===== src/rtl/seg_pkg.sv =====
// Shared constants for the seven-segment display path.
// Glyphs are active-low, ordered {g,f,e,d,c,b,a}.
package seg_pkg;

  localparam int unsigned NUM_DIGITS = 4;

  typedef logic [6:0] seg_t;

  localparam seg_t SEG_0     = 7'b1000000;
  localparam seg_t SEG_1     = 7'b1111001;
  localparam seg_t SEG_2     = 7'b0100100;
  localparam seg_t SEG_3     = 7'b0110000;
  localparam seg_t SEG_4     = 7'b0011001;
  localparam seg_t SEG_5     = 7'b0010010;
  localparam seg_t SEG_6     = 7'b0000010;
  localparam seg_t SEG_7     = 7'b1111000;
  localparam seg_t SEG_8     = 7'b0000000;
  localparam seg_t SEG_9     = 7'b0010000;
  localparam seg_t SEG_DASH  = 7'b0111111;
  localparam seg_t SEG_BLANK = 7'b1111111;

endpackage


===== src/rtl/bcd_to_seg7.sv =====
// Combinational nibble-to-glyph decoder.
// Ports:
//   bcd - 4-bit nibble; 0-9 decode to digits, 10-15 decode to a dash
//   seg - active-low segments {g,f,e,d,c,b,a}
module bcd_to_seg7
  import seg_pkg::*;
(
  input  logic [3:0] bcd,
  output logic [6:0] seg
);

  always_comb begin
    seg = SEG_DASH;
    case (bcd)
      4'd0:    seg = SEG_0;
      4'd1:    seg = SEG_1;
      4'd2:    seg = SEG_2;
      4'd3:    seg = SEG_3;
      4'd4:    seg = SEG_4;
      4'd5:    seg = SEG_5;
      4'd6:    seg = SEG_6;
      4'd7:    seg = SEG_7;
      4'd8:    seg = SEG_8;
      4'd9:    seg = SEG_9;
      default: seg = SEG_DASH;
    endcase
  end

endmodule


===== src/rtl/seg_display_scan.sv =====
// Four-digit multiplexed seven-segment driver for the frequency meter.
// A hold register captures Frequency on Update; a prescaler advances the
// digit index every DIV = CLK_FREQ_HZ/SCAN_HZ cycles; An/Seg/Dp are registered.
// Optional feature: define LEADING_ZERO_BLANK_EN to blank leading zero digits
// (digit 0 is never blanked; nibbles 10-15 count as non-zero).
// Ports:
//   Clk       - system clock, rising edge
//   Reset     - asynchronous, active-high
//   Frequency - four packed BCD digits, [15:12] most significant
//   Update    - one-cycle strobe latching Frequency
//   Seg       - active-low segments {g,f,e,d,c,b,a}
//   An        - active-low digit enables, An[0] least significant
//   Dp        - active-low decimal point, always off
module seg_display_scan
  import seg_pkg::*;
#(
  parameter int unsigned CLK_FREQ_HZ = 100000000,
  parameter int unsigned SCAN_HZ     = 1000
)
(
  input  logic                  Clk,
  input  logic                  Reset,
  input  logic [15:0]           Frequency,
  input  logic                  Update,
  output logic [6:0]            Seg,
  output logic [NUM_DIGITS-1:0] An,
  output logic                  Dp
);

  localparam int unsigned DIV   = CLK_FREQ_HZ / SCAN_HZ;
  localparam int unsigned CNT_W = (DIV > 1) ? $clog2(DIV) : 1;
  localparam int unsigned IDX_W = $clog2(NUM_DIGITS);

  generate
    if ((CLK_FREQ_HZ % SCAN_HZ) != 0 || DIV < 2) begin : g_bad_div
      $error("seg_display_scan: CLK_FREQ_HZ/SCAN_HZ must be an integer >= 2");
    end
  endgenerate

  logic [15:0]           hold_q;
  logic [15:0]           digits;
  logic [CNT_W-1:0]      presc_q;
  logic                  tick;
  logic [IDX_W-1:0]      idx_q;
  logic [IDX_W-1:0]      idx_d;
  logic [3:0]            nibble;
  logic [6:0]            glyph;
  logic                  blank;
  logic [6:0]            seg_d;
  logic [NUM_DIGITS-1:0] an_d;

  // Bypass the hold register while Update is high so a value latched on a
  // tick cycle is decoded by the same edge that advances the index.
  assign digits = Update ? Frequency : hold_q;
  assign tick   = (presc_q == CNT_W'(DIV - 1));
  assign idx_d  = tick ? idx_q + 1'b1 : idx_q;
  assign nibble = digits[{idx_d, 2'b00} +: 4];

`ifdef LEADING_ZERO_BLANK_EN
  // Digit k is a leading zero when it and every higher nibble are zero.
  assign blank = (idx_d != '0) && ((digits >> {idx_d, 2'b00}) == 16'h0000);
`else
  assign blank = 1'b0;
`endif

  bcd_to_seg7 u_dec (
    .bcd (nibble),
    .seg (glyph)
  );

  always_comb begin
    seg_d = blank ? SEG_BLANK : glyph;
    an_d  = '1;
    an_d[idx_d] = 1'b0;
  end

  always_ff @(posedge Clk or posedge Reset) begin
    if (Reset) begin
      hold_q  <= '0;
      presc_q <= '0;
      idx_q   <= '0;
      An      <= '1;
      Seg     <= SEG_BLANK;
      Dp      <= 1'b1;
    end else begin
      hold_q  <= digits;
      presc_q <= tick ? '0 : presc_q + 1'b1;
      idx_q   <= idx_d;
      An      <= an_d;
      Seg     <= seg_d;
      Dp      <= 1'b1;
    end
  end

endmodule


===== config.mk =====
export PLATFORM = sky130hd
export DESIGN_NAME = seg_display_scan
export DESIGN_NICKNAME = d
export VERILOG_FILES = /design/src/rtl/seg_pkg.sv /design/src/rtl/bcd_to_seg7.sv /design/src/rtl/seg_display_scan.sv
export SDC_FILE = /design/constraint.sdc
export NUM_CORES = 1
export LEC_CHECK = 0
export CORE_ASPECT_RATIO = 0.9
export CORE_MARGIN = 5
export CORE_UTILIZATION = 55
export DETAILED_ROUTE_END_ITERATION = 7
export GPL_TIMING_DRIVEN = 0
export PLACE_DENSITY_LB_ADDON = 0.1
export SLEW_MARGIN = 20
export SYNTH_ARGS = -nofsm -noshare
export SYNTH_HDL_FRONTEND = slang
export SYNTH_SLANG_ARGS = --single-unit

===== constraint.sdc =====
create_clock -name Clk -period 3.15 [get_ports Clk]
set_input_delay 0.63 -clock Clk [delete_from_list [all_inputs] [get_ports Clk]]
set_output_delay 0.63 -clock Clk [all_outputs]
set_load 0.05 [all_outputs]

==> results.md, run 1 <==
- Crit path cell chain: clkdlybuf4s50_1 > buf_6 > mux2_1 > mux4_2 > mux2i_2 > inv_1 > ha_1 > and2_0 > o21a_1
- Syn-to-layout area delta: 22.0%
- RR Endpoint: Seg[3]
- Vias per cell: 5.36
- R2R setup slack: between 0.4 and 0.5 ns
- Pwr Density: 477 mW/mm²
- Max stage delay on crit path: 0.52 ns
- Input/output buffers: 29
- Final max-slew violation count: 0
- Crit path capture type: register
- Initial Utilization: 0.559
- Final-report setup violation count: 0
- YS warnings: 0
- Worst slack, placed: -0.222 ns
- Crit Path Max Fanout: 10
- Cell Area, Synth: 0.00246 mm²
- Max Freq: 339 MHz
- Nets: 258
- Post-synth EDFFs: 0
- TritonCTS clock tree: yes
- Worst-path clk slew: 0.08 ns
- Pre-antenna DRT Iters: 4
- FF-to-FF path depth: 11
- WHS Path Cells: 1
- Die X: 80.5 µm
- Row Count: 23
- Wire per inst: about 15 µm
- N_diodes: 0
- CTS max path bufs: 2
- Main area contributors after synthesis: dfrtp_1 36%, dfstp_2 12%, mux2_2 6.4%
- Root Driver: clkbuf_8
- Clock Latency Late Sink: 0.30 ns
- Core Util, Final: 0.682
- CTS Sinks: 46
- Depth of the CTS H-tree: 2
- Post-synthesis net count: 220
- Max rail drop VDD: 0.264 mV
- Relative slew slack: 0.491
- Syn Inst Count: 194
- Total track usage: 0.171
- RSZ-0062 raised after global routing: no
- Sequential fraction of the synthesis area: 0.473
- DRC viols: 0
- Antenna-violating nets left: 0
- I/O pins: 31
- Initial antenna violation count: 0
- Worst path slowest cell: clkdlybuf4s50_1
- Max cap viols: 0
- Largest net degree at the start of global routing: 33
- Crit path kind: input pin to register
- Worst Skew: 0.00623 ns
- Fraction of the cycle the final worst path needs: 0.935
- Iteration-0 DRC Markers: 56
- Most frequent cell after synthesis: dfrtp_1
- Hold path start: hold_q[7]
- Die H: 73.5 µm
- Top FF cell, synth: dfrtp_1
- Global route overflow: 0
- CP arrival: between 3 and 4 ns
- Synthesized flop and latch total: between 40 and 50
- Synth cell count leaders: 35 x dfrtp_1, 16 x nor2_1, 14 x mux2_2, 14 x mux2i_1
- Number of global-route vias before repair: about 1,700
- Hold Crit Class: register to register
- Synth cell types: 41
- Core area: 0.00440 mm²
- Final HPWL DP: 3510 µm
- Routed wire length: 4520 µm
- RD Place Congestion: 0.725
- Num CTS Buffers: 5
- Leading area contributor after synthesis: dfrtp_1
- Layout cells sized above 1: 0.253
- Final-report hold violation count: 0
- Worst Setup Start Kind: input pin
- LEAKAGE: 0.00127 µW
- Fin worst setup slack: 0.204 ns
- CP startpoint: Update
- Area of the die: 0.00591 mm²
- Top cell type's share of synthesized area: 0.356
- Worst Path Required: 3.38 ns
- Mapped Avg Cell Area: 12.7 µm²
- Hold EP: hold_q[7]
- Worst Max-Slew Pin Slew: 0.756 ns
- Total number of vias: about 1,600
- Fin crit period: 2.95 ns
- Global-route wire length before repair: 7810 µm
- Reg2reg start: presc_q[0]
- Status: finished clean
- Post-synth ARST share: 1.00
placed cells by master, fill, tap and decap left out, drive strengths merged, types with 3 or more instances in the layout:
cell type / instances
buf: 10
inv: 7
nor3: 3
nor2: 16
and4: 3
nand2b: 4
dfstp: 11
dfrtp: 35
mux2: 20
ha: 7
nand3: 6
clkbuf: 7
nand2: 9
clkdlybuf4s50: 29
mux4: 6
xnor2: 11
nand4: 9
xor2: 6
mux2i: 17
worst max-delay path by stage:
| stage | end | depth (start not counted) |
|---|---|---|
| 6_report | Seg[6] | 9 |
| 5_1_grt | Seg[3] | 9 |
| 4_1_cts | Seg[6] | 9 |
| 3_5_place_dp | Seg[6] | 9 |
| 3_3_place_gp | Seg[6] | 9 |
| 2_1_floorplan | Seg[4] | 9 |
logic make-up after synthesis:
group | share of synthesized area
mux | 0.230
flops | 0.473
fa+ha+maj | 0.0356
simple gates | 0.150
buf+inv | 0.0325
other cells | 0.00152
compound gates | 0.0163
xor+xnor | 0.0605
flip-flops by register name, indices dropped and copies added, names as in the netlist:
| signal | flops |
|---|---|
| An | 4 |
| Seg | 7 |
| hold_q | 16 |
| idx_q | 2 |
| presc_q | 17 |
worst max-delay path: cells and delay by family:
kind | cells | cell delay, ns
buf+inv | 3 | 0.85
compound gates | 1 | 0.17
fa+ha+maj | 1 | 0.20
simple gates | 1 | 0.13
mux | 3 | 1.19
area by class of cell:
cell class | count | area, µm²
sequential | 46 | 1160
inverter | 7 | 26.3
clock buffer | 6 | 82.6
tap | 62 | 77.6
fill | 323 | 1400
multi-input combinational | 132 | 1220
timing repair buffer | 31 | 318
buffer | 9 | 53.8
clock inverter | 2 | 60.1
layer usage:
metal / share of wire / track usage / up-vias / wire length, µm
li1: - / - / 763 / -
met1: 0.44 / 0.208 / 781 / 1990
met2: 0.51 / 0.304 / 33 / 2320
met3: 0.038 / 0.0404 / 4 / 171
met4: 0.0091 / 0.0507 / 0 / 41
met5: 0 / 0 / - / 0
metrics by stage:
step	hold WS, ns	cells	power, µW	setup TNS (ns)	area [µm²]
floorplan	0.452	194	832	0	2460
global placement	0.469	285	900	-0.561	2830
detailed placement	0.487	286	914	-1.01	2850
CTS	0.508	294	1450	0	2990
global route	0.524	295	1500	0	3000
finish	0.504	295	1430	0	3000
power by group:
| part | switching, µW | total [µW] | internal [µW] |
|---|---|---|---|
| Sequential | 12.2 | 648 | 636 |
| Clock | 193 | 531 | 338 |
| Combinational | 139 | 254 | 115 |
what timing repair did:
item / in CTS / in global routing
resized for setup: 0 / 1
buffers inserted: 0 / 1
endpoints found under the hold margin: 0 / 0
endpoints found under the setup margin: 0 / 4
hold buffers: 0 / 0
Power figures use the tool's default switching activity.
==> run 2: changes to the inputs <==
CELL_PAD_IN_SITES_DETAIL_PLACEMENT = 1   (was not set)
CELL_PAD_IN_SITES_GLOBAL_PLACEMENT = 2   (was not set)
CORE_UTILIZATION = 34   (was 55)
clock period = 2.4 ns   (was 3.15 ns; I/O delays follow)
==> results.md, run 2 (synthesis results as in run 1) <==
- Final max-slew violation count: 0 (unchanged)
- Input/output buffers: 29 (unchanged)
- Max cap viols: 0 (unchanged)
- I/O pins: 31 (unchanged)
- Crit path capture type: register
- Syn-to-layout area delta: 32.3%
- Num CTS Buffers: 5 (unchanged)
- Crit Path Max Fanout: 3 (-7)
- Multi-input gate area: 0.00129 mm² (+6.2%)
- Final-report hold violation count: 0 (unchanged)
- CTS max path bufs: 2 (unchanged)
- Relative slew slack: 0.529 (+0.0382)
- RSZ-0062 raised after global routing: yes
- Global route overflow: 0 (unchanged)
- Depth of the CTS H-tree: 2 (unchanged)
- Worst-path clk slew: 0.09 ns (about the same)
- Status: finished clean
- Final HPWL DP: 4010 µm (+14%)
- Iteration-0 DRC Markers: 35 (-38%)
- Fin worst setup slack: 0.0161 ns (-0.188 ns)
- Final-report setup violation count: 0 (unchanged)
- Area of the die: 0.00904 mm² (+53%)
- Number of flip-flops in the largest register: 17 (unchanged)
- N_diodes: 0 (unchanged)
- Initial Utilization: 0.350 (-0.209)
- Fin crit period: 2.38 ns
- Die X: 99.7 µm (+24%)
- Vias per cell: 4.88 (-8.9%)
- Max Freq: 419 MHz
- Root Driver: clkbuf_8
- Core area: 0.00704 mm² (+60%)
- Total number of vias: 1,685 (+6.6%)
- DRC viols: 0 (unchanged)
- Crit path kind: input pin to register
- Register area: 0.00117 mm² (+0.21%)
- LEAKAGE: 0.00136 µW (+6.4%)
- Pwr Density: 533 mW/mm² (+12%)
- Largest net degree at the start of global routing: 35 (+6.1%)
- Fraction of the cycle the final worst path needs: 0.993
- Most flop-heavy register: presc_q
- Biggest regs: presc_q: 17 flops, hold_q: 16 flops, Seg: 7 flops
- Total track usage: 0.133 (-0.0389)
- Global-route wire length before repair: 9470 µm (+21%)
- CP arrival: 2.62 ns (-0.55 ns)
- CTS Sinks: 46 (unchanged)
- Most common cell after layout, fill and taps aside: dfrtp_1
- Worst Setup Start Kind: input pin
- Layout cells sized above 1: 0.377 (+0.124)
- Antenna-violating nets left: 0 (unchanged)
- Worst Path Required: 2.64 ns (-0.74 ns)
- Row Count: 29 (+26%)
- Routed wire length: 5730 µm (+27%)
- Cts hold-fix bufs: 0 (unchanged)
- Clock Latency Late Sink: 0.31 ns (about the same)
- Worst Skew: 0.00302 ns (-0.00322 ns)
- R2R setup slack: 0.03 ns (-0.46 ns)
- Number of global-route vias before repair: 1,891 (+12%)
- Nets: 277 (+7.4%)
- Reg2reg start: presc_q[12]
- RD Place Congestion: 0.749 (+3.3%)
- Worst slack, placed: -0.931 ns (-0.709 ns)
- Fill cells: 763 (+140%)
- Most frequent cells in the layout: 33 x dfrtp_1, 28 x clkdlybuf4s50_1, 20 x buf_4
- FF-to-FF path depth: 8 (-3)
- Worst Max-Slew Pin Slew: 0.700 ns (-0.0568 ns)
- Pre-antenna DRT Iters: 4 (unchanged)
- TritonCTS clock tree: yes
- Wire per inst: 16.6 µm (+8.2%)
- Die H: 90.7 µm (+23%)
- Core Util, Final: 0.462 (-0.220)
- Hold Crit Class: input pin to asynchronous set/reset pin
- RR Endpoint: Seg[4]
- Initial antenna violation count: 0 (unchanged)
- Tot Pwr: 1740 µW (+21%)
- Max rail drop VDD: 0.219 mV (-17%)
[run 2: cell types whose count changed in the layout (fill, tap and decap cells not counted), sizes merged]
cell | before | now
clkdlybuf4s50 | 29 | 28
bufinv | 2 | 0
clkinv | 0 | 1
buf | 10 | 29
clkbuf | 7 | 8
bufbuf | 0 | 1
[run 2: worst max-delay path by stage]
stage / startpoint / endpoint / slack (ns) / cells past startpoint
2_1_floorplan: Update / Seg[4] / 0.005 / 9
3_3_place_gp: Update / Seg[6] / -0.86 / 9
3_5_place_dp: Update / Seg[6] / -0.93 / 9
4_1_cts: presc_q[5] / Seg[4] / 0.001 / 8
5_1_grt: presc_q[12] / Seg[4] / -0.08 / 8
6_report: Frequency[5] / Seg[4] / 0.02 / 9
[run 2: final cells by class]
cell class | instances | share of cell area
timing repair buffer | 51 | 0.152
clock inverter | 1 | 0.00154
sequential | 46 | 0.359
inverter | 7 | 0.00807
buffer | 8 | 0.0200
tap | 93 | 0.0357
multi-input combinational | 132 | 0.398
clock buffer | 7 | 0.0265
[run 2: through the flow]
| step | hold WS [ns] | setup TNS, ns | cells | instance area (µm²) |
|---|---|---|---|---|
| after global placement | 0.466 | -6.62 | 316 | 2870 |
| after global routing | 0.450 | -0.320 | 345 | 3260 |
| after detailed placement | 0.482 | -5.85 | 317 | 2890 |
| after floorplan | 0.452 | 0 | 194 | 2470 |
| after CTS | 0.432 | 0 | 335 | 3150 |
| final | 0.435 | 0 | 345 | 3260 |
[run 2: critical path, stage by stage]
cell	delay [ns]
clkdlybuf4s50_1	0.42
mux2_2	0.29
mux2_2	0.29
or3_4	0.34
nand4_1	0.18
inv_2	0.09
ha_4	0.16
mux2_4	0.25
mux2i_1	0.14
[run 2: metal layers]
layer / GRT usage / wire length [µm]
met2: 0.236 / 3070
met4: 0.0478 / 83
met1: 0.153 / 2380
met3: 0.0317 / 200
met5: 0 / 0
[run 2: what timing repair did]
item	CTS	global route
gates cloned	1	0
endpoints found under the setup margin	7	7
pin swaps	1	9
resized for setup	17	13
setup buffers	9	11
[run 2: report_power, final]
part           internal, µW  total (µW)  switching, µW
logic                   179         379            200
clock network           233         505            272
registers               835         851           16.2
total                  1250        1740            488
